**src/rtl/mem_bus_arbiter.sv**
```systemverilog
// mem_bus_arbiter: shares one external memory bus between the instruction-fetch
// port and the data port. Data wins when both ports request from IDLE. A grant
// lasts until the slave answers with bus_ready. Each port sees a combinational
// stall and a held copy of the last word returned to it.
// Optional watchdog: define MEM_ARB_TIMEOUT_EN to force-complete accesses that
// wait TIMEOUT grant cycles without bus_ready, and to raise a sticky bus_err.
module mem_bus_arbiter #(
  parameter int ADDR_W  = 32,
  parameter int DATA_W  = 32,
  parameter int SEL_W   = 4,
  parameter int TIMEOUT = 255
) (
  input  logic              clk,
  input  logic              rst,
  input  logic              inst_en,
  input  logic [ADDR_W-1:0] inst_addr,
  output logic [DATA_W-1:0] inst_rdata,
  output logic              inst_stall,
  input  logic              data_en,
  input  logic [SEL_W-1:0]  data_we,
  input  logic [ADDR_W-1:0] data_addr,
  input  logic [DATA_W-1:0] data_wdata,
  output logic [DATA_W-1:0] data_rdata,
  output logic              data_stall,
  output logic              bus_req,
  output logic [SEL_W-1:0]  bus_we,
  output logic [ADDR_W-1:0] bus_addr,
  output logic [DATA_W-1:0] bus_wdata,
  input  logic              bus_ready,
  input  logic [DATA_W-1:0] bus_rdata,
  output logic              bus_err
);

  // Catch inconsistent parameter sets at elaboration time.
  if (SEL_W * 8 != DATA_W) begin : g_sel_w_check
    $error("SEL_W must equal DATA_W/8");
  end
  if (TIMEOUT < 1) begin : g_timeout_check
    $error("TIMEOUT must be at least 1");
  end

  typedef enum logic [1:0] {
    IDLE       = 2'd0,
    GRANT_INST = 2'd1,
    GRANT_DATA = 2'd2
  } state_t;

  state_t            state_reg;
  state_t            state_next;
  logic              granted;
  logic              force_done;
  logic              access_done;
  logic              inst_done;
  logic              data_done;
  logic [DATA_W-1:0] ret_data;
  logic [DATA_W-1:0] inst_rdata_reg;
  logic [DATA_W-1:0] data_rdata_reg;

  assign granted     = (state_reg != IDLE);
  assign access_done = granted && (bus_ready || force_done);
  assign inst_done   = (state_reg == GRANT_INST) && access_done;
  assign data_done   = (state_reg == GRANT_DATA) && access_done;
  // A watchdog completion returns zero instead of whatever is on the bus.
  assign ret_data    = force_done ? '0 : bus_rdata;

`ifdef MEM_ARB_TIMEOUT_EN
  // Counter only needs to reach TIMEOUT-1: the TIMEOUT-th waiting cycle is
  // the one that force-completes.
  localparam int CNT_W = (TIMEOUT < 2) ? 1 : $clog2(TIMEOUT);

  logic [CNT_W-1:0] wait_cnt_reg;
  logic             bus_err_reg;

  assign force_done = granted && !bus_ready && (wait_cnt_reg == CNT_W'(TIMEOUT - 1));
  assign bus_err    = bus_err_reg;

  // Count waiting grant cycles; zero in IDLE and on completion so every new
  // grant starts from zero.
  always_ff @(posedge clk or negedge rst) begin
    if (!rst) begin
      wait_cnt_reg <= '0;
    end else if (!granted || access_done) begin
      wait_cnt_reg <= '0;
    end else begin
      wait_cnt_reg <= wait_cnt_reg + 1'b1;
    end
  end

  // Sticky error flag, cleared only by reset.
  always_ff @(posedge clk or negedge rst) begin
    if (!rst) begin
      bus_err_reg <= 1'b0;
    end else if (force_done) begin
      bus_err_reg <= 1'b1;
    end
  end
`else
  assign force_done = 1'b0;
  assign bus_err    = 1'b0;
`endif

  // State register.
  always_ff @(posedge clk or negedge rst) begin
    if (!rst) begin
      state_reg <= IDLE;
    end else begin
      state_reg <= state_next;
    end
  end

  // Next-state: data priority from IDLE, hand over to the other port on
  // completion so a pending fetch follows a data access with no idle bubble.
  always_comb begin
    state_next = state_reg;
    case (state_reg)
      IDLE: begin
        if (data_en) begin
          state_next = GRANT_DATA;
        end else if (inst_en) begin
          state_next = GRANT_INST;
        end
      end
      GRANT_INST: begin
        if (access_done) begin
          state_next = data_en ? GRANT_DATA : IDLE;
        end
      end
      GRANT_DATA: begin
        if (access_done) begin
          state_next = inst_en ? GRANT_INST : IDLE;
        end
      end
      default: state_next = IDLE;
    endcase
  end

  // Hold the last word returned to each port.
  always_ff @(posedge clk or negedge rst) begin
    if (!rst) begin
      inst_rdata_reg <= '0;
      data_rdata_reg <= '0;
    end else begin
      if (inst_done) begin
        inst_rdata_reg <= ret_data;
      end
      if (data_done) begin
        data_rdata_reg <= ret_data;
      end
    end
  end

  // Outputs: bus driven from the granted port, stalls and read data bypass
  // the holding registers during the completing cycle.
  always_comb begin
    bus_req    = 1'b0;
    bus_we     = '0;
    bus_addr   = '0;
    bus_wdata  = '0;
    case (state_reg)
      GRANT_INST: begin
        bus_req  = 1'b1;
        bus_addr = inst_addr;
      end
      GRANT_DATA: begin
        bus_req   = 1'b1;
        bus_we    = data_we;
        bus_addr  = data_addr;
        bus_wdata = data_wdata;
      end
      default: ;
    endcase
    inst_stall = inst_en && !inst_done;
    data_stall = data_en && !data_done;
    inst_rdata = inst_done ? ret_data : inst_rdata_reg;
    data_rdata = data_done ? ret_data : data_rdata_reg;
  end

endmodule
```
**config.mk**
```make
export PLATFORM = sky130hd
export DESIGN_NAME = mem_bus_arbiter
export DESIGN_NICKNAME = d
export VERILOG_FILES = /design/src/rtl/mem_bus_arbiter.sv
export SDC_FILE = /design/constraint.sdc
export NUM_CORES = 1
export LEC_CHECK = 0
export ABC_AREA = 1
export BUFFER_PORTS_ARGS = -buffer_cell sky130_fd_sc_hd__buf_2
export CORE_AREA = 4 4 105 107
export CTS_CLUSTER_DIAMETER = 30
export CTS_CLUSTER_SIZE = 14
export DETAILED_ROUTE_END_ITERATION = 8
export DIE_AREA = 0 0 109 111
export PLACE_DENSITY = 0.72
export SETUP_SLACK_MARGIN = 0.15
export SLEW_MARGIN = 40
export SYNTH_ARGS = -nofsm -noshare
export SYNTH_HDL_FRONTEND = slang
export SYNTH_SLANG_ARGS = --single-unit
```
**constraint.sdc**
```tcl
create_clock -name clk -period 1.8 [get_ports clk]
set_input_delay 0.09 -clock clk [delete_from_list [all_inputs] [get_ports clk]]
set_output_delay 0.09 -clock clk [all_outputs]
set_load 0.02 [all_outputs]
```
==> impl_summary.log, run 1 <==
[metrics] status: complete, but fails checks
[metrics] violations in the final reports: negative setup slack
[metrics] most common library cell in the layout ignoring fill and taps: sky130_fd_sc_hd__buf_2
[metrics] number of instances in the synthesized netlist: 463
[metrics] Post-Synthesis Net Count: 607
[metrics] number of I/O port buffers: 271
[metrics] initial antenna violation count: 0
[metrics] most area-hungry cell type in the Yosys netlist: sky130_fd_sc_hd__dfrtp_1
[metrics] worst reg2reg path endpoint: state_reg[0]$_DFFE_PN0P_
[metrics] final setup fails: 96
[metrics] Global Route Usage Sum: 0.210
[metrics] power per cell area: 1760 nW/µm²
[metrics] Worst setup EP type: output pin
[metrics] initial detailed-routing violation count: 221
[metrics] post-synthesis sequential area ratio: 0.471
[metrics] wire length of the first global-routing pass: 20500 µm
[metrics] number of antenna repair diodes: 0
[metrics] timing startpoint of the critical path: state_reg[0]$_DFFE_PN0P_
[metrics] critical path class: reg -> out
[metrics] remaining global-route overflow: 0
[metrics] Final Max Slew Viols: 0
[metrics] buffer and inverter count on the worst path: 7
[metrics] Inserted Clock Buffers: 9
[metrics] total via count in the routed design: 4420
[metrics] register bit count reported by yosys: 66
[metrics] depth of the worst register-to-register path: 13
[metrics] commonest non-fill, non-tap cells in the layout: sky130_fd_sc_hd__buf_2 (141), sky130_fd_sc_hd__nand2_1 (114), sky130_fd_sc_hd__buf_6 (105), sky130_fd_sc_hd__inv_1 (68), sky130_fd_sc_hd__dfrtp_1 (66)
[metrics] Yosys top cell area share: 0.471
[metrics] largest stage delay on the critical path: 0.39 ns
[metrics] number of detailed-routing iterations run before antenna repair: 4
[metrics] setup repair after global routing missed its margin: yes
[metrics] setup ws final: -0.154 ns
[metrics] number of routed nets with antenna violations: 0
[metrics] die area: 12100 µm²
[metrics] worst hold slack across all endpoints: 0.0588 ns
[metrics] Hold Vio Cnt, Final: 0
[metrics] count of synthesis-stage warnings from yosys: 0
[metrics] buffer type at the clock tree root: sky130_fd_sc_hd__clkbuf_8
[metrics] largest cells by area after synthesis: sky130_fd_sc_hd__dfrtp_1 (47%), sky130_fd_sc_hd__nand2_1 (19%), sky130_fd_sc_hd__inv_1 (8.5%), sky130_fd_sc_hd__o21ai_2 (5.7%), sky130_fd_sc_hd__a21oi_1 (4.6%)
[metrics] H-tree Lvls: 3
[metrics] start of the worst register-to-register path: state_reg[0]$_DFFE_PN0P_
[metrics] routed length per placed instance: 19.0 µm
[metrics] via count of the first global-routing pass: 4242
[metrics] R2R Setup Slk: 0.04 ns
[metrics] effective utilization at floorplan: 0.346
[metrics] placer's final routability congestion estimate: 0.868
[metrics] maximum ir drop on the vdd rail: 1290 µV
[metrics] critical path's top delay family: buffers and inverters
[metrics] number of primary I/O pins: 273
[metrics] overall power of the completed layout: 13.5 mW
[metrics] Clock Pin Slew Worst Setup and Hold Paths: 0.08 ns
[metrics] Synth cell types: 18
[metrics] detailed-placement wirelength estimate: 8850 µm
[metrics] post-layout min period: 1.95 ns
[metrics] number of remaining DRC errors: 0
[metrics] Clk Latency, worst-skew pair: 0.35 ns
[metrics] post-DR vias/cell: 4.77
[metrics] class of the tightest hold or removal check: in -> reg
[metrics] area inside the core boundary: 10100 µm²
[metrics] final worst-path cycle share: 1.09
[metrics] CP required: 1.71 ns
[metrics] f_max: 512 MHz
[metrics] FP Rows: 37
[metrics] nature of the critical path startpoint: flop
[metrics] Die Ht: 111 µm
[metrics] maximum fanout along the worst path: 10
[metrics] final wirelength: 17600 µm
[metrics] Area growth syn-to-layout: 118%
[metrics] die width: 109 µm
[metrics] Longest Clk Path Bufs: 2
[metrics] worst endpoint data arrival time: 1.86 ns
[metrics] Post-Syn Area per Cell: 7.57 µm²
[metrics] maximum number of pins on one net before global-route repair: 53
[metrics] Leakage: 4.06 nW
[metrics] ratio of cells with drive above 1 in the final layout: 0.656
[metrics] Worst Skew: 0.0240 ns
[metrics] slowest stage cell on the critical path: sky130_fd_sc_hd__dfrtp_1
[metrics] count of maximum capacitance violations: 0
[metrics] CTS tree: yes
[metrics] critical path, cell by cell: inv_2, buf_4, buf_6, ha_4, buf_12, buf_12, nand2_1, inv_1, buf_6
[metrics] mapped cell area: 3510 µm²
[metrics] total clock sinks: 66
[metrics] Critical path destination: bus_wdata[14]
[metrics] total number of nets in the final design: 930
[metrics] count of cell instances traversed by the critical path: 9
-- how the worst min path moves through the flow --
stage	from	to	slack (ns)	cells after the start
6_report	bus_rdata[24]	data_rdata_reg[24]$_DFF_PN0_	0.06	3
5_1_grt	bus_rdata[24]	data_rdata_reg[24]$_DFF_PN0_	0.06	3
4_1_cts	bus_rdata[9]	data_rdata_reg[9]$_DFF_PN0_	0.002	3
3_5_place_dp	rst	inst_rdata_reg[28]$_DFF_PN0_	0.04	1
3_3_place_gp	rst	data_rdata_reg[25]$_DFF_PN0_	0.03	1
2_1_floorplan	rst	data_rdata_reg[0]$_DFF_PN0_	-0.21	0
-- cell families (layout without fill, tap and decap cells) --
family | count (synthesis) | in the layout | synth area share
AND/OR/NAND/NOR | 182 | 182 | 0.201
buffers and inverters | 108 | 436 | 0.136
AO/OA/AOI/OAI | 99 | 99 | 0.166
flip-flops | 66 | 66 | 0.471
adder cells (fa/ha/maj) | 7 | 7 | 0.0250
other | 1 | 1 | 0.00107
-- cell usage after synthesis, drive strengths merged --
| cell type | n |
|---|---|
| buf | 22 |
| a21oi | 32 |
| dfrtp | 66 |
| clkbuf | 7 |
| nand2 | 177 |
| inv | 79 |
| ha | 7 |
| nor2 | 2 |
| nand3 | 3 |
| o21ai | 67 |
| conb | 1 |
-- final cells by class --
class / instances / area (µm²)
Clock buffer: 10 / 138
Clock inverter: 6 / 87.6
Fill cell: 645 / 2490
Inverter: 79 / 299
Multi-Input combinational cell: 289 / 2200
Sequential cell: 66 / 1650
Tap cell: 136 / 170
Timing Repair Buffer: 341 / 3100
-- worst min-delay path, cell delays in order --
cell and delay [ns]:
sky130_fd_sc_hd__buf_2 0.09, sky130_fd_sc_hd__inv_1 0.09, sky130_fd_sc_hd__o21ai_2 0.08
-- per-stage QoR --
stage | util | TNS, ns | cell area (µm²) | worst slack, ns | instances
2_1_floorplan | - | -0.417 | 3510 | -0.0239 | 463
3_3_place_gp | 0.495 | 0 | 5020 | 0.158 | 855
3_5_place_dp | 0.495 | 0 | 5020 | 0.0852 | 855
4_1_cts | 0.631 | -1.53 | 6400 | -0.0646 | 890
5_1_grt | 0.755 | -14.86 | 7650 | -0.213 | 927
6_report | 0.755 | -5.63 | 7650 | -0.154 | 927
-- timing repair --
item,in CTS,in global routing
hold buffers,1,0
setup buffers,14,21
setup endpoints to repair,107,134
pin swaps,1,13
cloned,4,17
gates resized for setup,286,193
hold endpoints to repair,14,0
-- where the power goes --
| part | leakage (nW) | total [mW] | switching (mW) | internal [mW] |
|---|---|---|---|---|
| registers | 0.831 | 2.45 | 0.308 | 2.14 |
| logic | 3.12 | 9.61 | 5.11 | 4.50 |
| clock network | 0.117 | 1.44 | 0.623 | 0.821 |
| total | 4.06 | 13.5 | 6.04 | 7.46 |
-- layer usage --
layer	track usage	share of wire
met2	0.371	0.55
met3	0.0501	0.063
met5	0	0
met1	0.250	0.37
met4	0.0606	0.025
Note: power is estimated with default switching activity, not from simulation.
==> inputs of run 2 (changes only) <==
Clock period 1.8 ns to 1.9 ns, I/O delays scaled along.
==> run 2 against run 1 <==
The flow still finishes with violations (negative setup slack). Core utilization decreased by 8.7 points. Register-to-register slack improved by 0.37 ns. Critical path depth decreased by 2. Clock power decreased by 16%. Sequential share of layout area increased by 2.8 points. Critical endpoint is now inst_rdata[9]. Largest cell class unchanged. Non-clock buffer count decreased by 34.
==> impl_summary.log, run 2 (synthesis results as in run 1) <==
[metrics] maximum fanout along the worst path: 13
[metrics] commonest non-fill, non-tap cells in the layout: sky130_fd_sc_hd__nand2_1 (153), sky130_fd_sc_hd__buf_2 (141), sky130_fd_sc_hd__buf_4 (74), sky130_fd_sc_hd__inv_1 (71), sky130_fd_sc_hd__dfrtp_1 (66)
[metrics] Hold Vio Cnt, Final: 0
[metrics] Area growth syn-to-layout: 93.1%
[metrics] via count of the first global-routing pass: 4008
[metrics] post-layout min period: 1.92 ns
[metrics] final setup fails: 1
[metrics] number of antenna repair diodes: 0
[metrics] detailed-placement wirelength estimate: 8820 µm
[metrics] initial detailed-routing violation count: 215
[metrics] placer's final routability congestion estimate: 0.889
[metrics] remaining global-route overflow: 0
[metrics] die width: 109 µm
[metrics] maximum ir drop on the vdd rail: 929 µV
[metrics] timing startpoint of the critical path: state_reg[0]$_DFFE_PN0P_
[metrics] status: complete, but fails checks
[metrics] worst endpoint data arrival time: 1.83 ns
[metrics] Clk Latency, worst-skew pair: 0.34 ns
[metrics] nature of the critical path startpoint: flop
[metrics] f_max: 520 MHz
[metrics] Leakage: 3.74 nW
[metrics] setup ws final: -0.0233 ns
[metrics] start of the worst register-to-register path: state_reg[0]$_DFFE_PN0P_
[metrics] maximum number of pins on one net before global-route repair: 60
[metrics] violations in the final reports: negative setup slack
[metrics] Final Max Slew Viols: 0
[metrics] ratio of cells with drive above 1 in the final layout: 0.568
[metrics] critical path, cell by cell: inv_2, ha_4, inv_4, nand3_4, clkbuf_16, o21ai_1, buf_4
[metrics] Worst Skew: 0.0115 ns
[metrics] post-DR vias/cell: 4.64
[metrics] CP required: 1.80 ns
[metrics] R2R Setup Slk: 0.41 ns
[metrics] area inside the core boundary: 10100 µm²
[metrics] critical path class: reg -> out
[metrics] power per cell area: 1650 nW/µm²
[metrics] slowest stage cell on the critical path: sky130_fd_sc_hd__dfrtp_1
[metrics] largest stage delay on the critical path: 0.36 ns
[metrics] most common library cell in the layout ignoring fill and taps: sky130_fd_sc_hd__nand2_1
[metrics] buffer type at the clock tree root: sky130_fd_sc_hd__clkbuf_8
[metrics] routed length per placed instance: 16.6 µm
[metrics] Longest Clk Path Bufs: 2
[metrics] number of remaining DRC errors: 0
[metrics] H-tree Lvls: 3
[metrics] Post-Place Worst Slack: 0.157 ns
[metrics] count of maximum capacitance violations: 0
[metrics] die area: 12100 µm²
[metrics] Die Ht: 111 µm
[metrics] class of the tightest hold or removal check: in -> reg
[metrics] number of I/O port buffers: 271
[metrics] Global Route Usage Sum: 0.205
[metrics] total clock sinks: 66
[metrics] final wirelength: 14800 µm
[metrics] Inserted Clock Buffers: 9
[metrics] Worst setup EP type: output pin
[metrics] final worst-path cycle share: 1.01
[metrics] effective utilization at floorplan: 0.346
[metrics] hold path startpoint: bus_rdata[27]
[metrics] number of routed nets with antenna violations: 0
[metrics] total via count in the routed design: 4143
[metrics] final total negative setup slack: -0.0233 ns
[metrics] number of detailed-routing iterations run before antenna repair: 4
[metrics] setup repair after global routing missed its margin: yes
[metrics] number of primary I/O pins: 273
[metrics] wire length of the first global-routing pass: 19800 µm
[metrics] CTS tree: yes
[metrics] Clock Pin Slew Worst Setup and Hold Paths: 0.08 ns
[metrics] initial antenna violation count: 0
[metrics] FP Rows: 37
[metrics] total number of nets in the final design: 896
-- run 2: changes by cell type in the layout (fill, tap and decap cells not counted), sizes merged --
cell / before / now
buf: 328 / 299
bufinv: 2 / 1
clkbuf: 22 / 18
-- run 2: worst paths after layout --
kind	to	cells past startpoint
max	inst_rdata[9]	7
min	data_rdata_reg[27]$_DFF_PN0_	3
max reg2reg	data_rdata_reg[9]$_DFF_PN0_	9
min reg2reg	inst_rdata_reg[22]$_DFF_PN0_	2
max in group asynchronous	inst_rdata_reg[21]$_DFF_PN0_	3
min in group asynchronous	data_rdata_reg[27]$_DFF_PN0_	2
-- run 2: where the power goes --
part           internal (mW)  leakage, nW  switching (mW)
clock network          0.650        0.104           0.562
registers               2.03        0.831           0.226
logic                   3.44         2.80            4.27
-- run 2: metal layers --
metal  vias to the layer above  global-route usage  wire [µm]
met5                         -                   0          0
met4                         0              0.0614        312
met3                        28              0.0448        954
met2                       189               0.363       8070
met1                      1941               0.245       5450
li1                       1985                   -          -
-- run 2: repair_timing --
item,CTS,global route
hold buffers,1,0
hold endpoints to repair,66,0
gates cloned,7,7
pin swaps,3,4
setup endpoints to repair,103,134
gates resized for setup,153,182
buffers inserted,8,3
-- run 2: critical path: cells and delay by family, from the launching register on --
| kind | cells | cell delay [ns] |
|---|---|---|
| buffers and inverters | 4 | 0.58 |
| flip-flops | 1 | 0.36 |
| AO/OA/AOI/OAI | 1 | 0.21 |
| adder cells (fa/ha/maj) | 1 | 0.18 |
| AND/OR/NAND/NOR | 1 | 0.15 |
-- run 2: cell type report --
type                    instances  area [µm²]
well taps                     136         170
flip-flops and latches         66        1650
repair buffers                307        2610
multi-input cells             289        1840
clock buffers                  11         141
clock inverters                 5        61.3
inverters                      79         299
fillers                       795        3370
-- run 2: metrics by stage --
stage	power, mW	cell area [µm²]	cells	hold slack (ns)	utilization
after global placement	7.23	5030	851	-0.0274	0.496
after global routing	11.8	6770	893	0.0500	0.668
after CTS	9.80	5930	883	0.0246	0.585
after detailed placement	7.29	5030	851	-0.0220	0.496
final	11.2	6770	893	0.0535	0.668
after floorplan	5.50	3510	463	-0.201	-
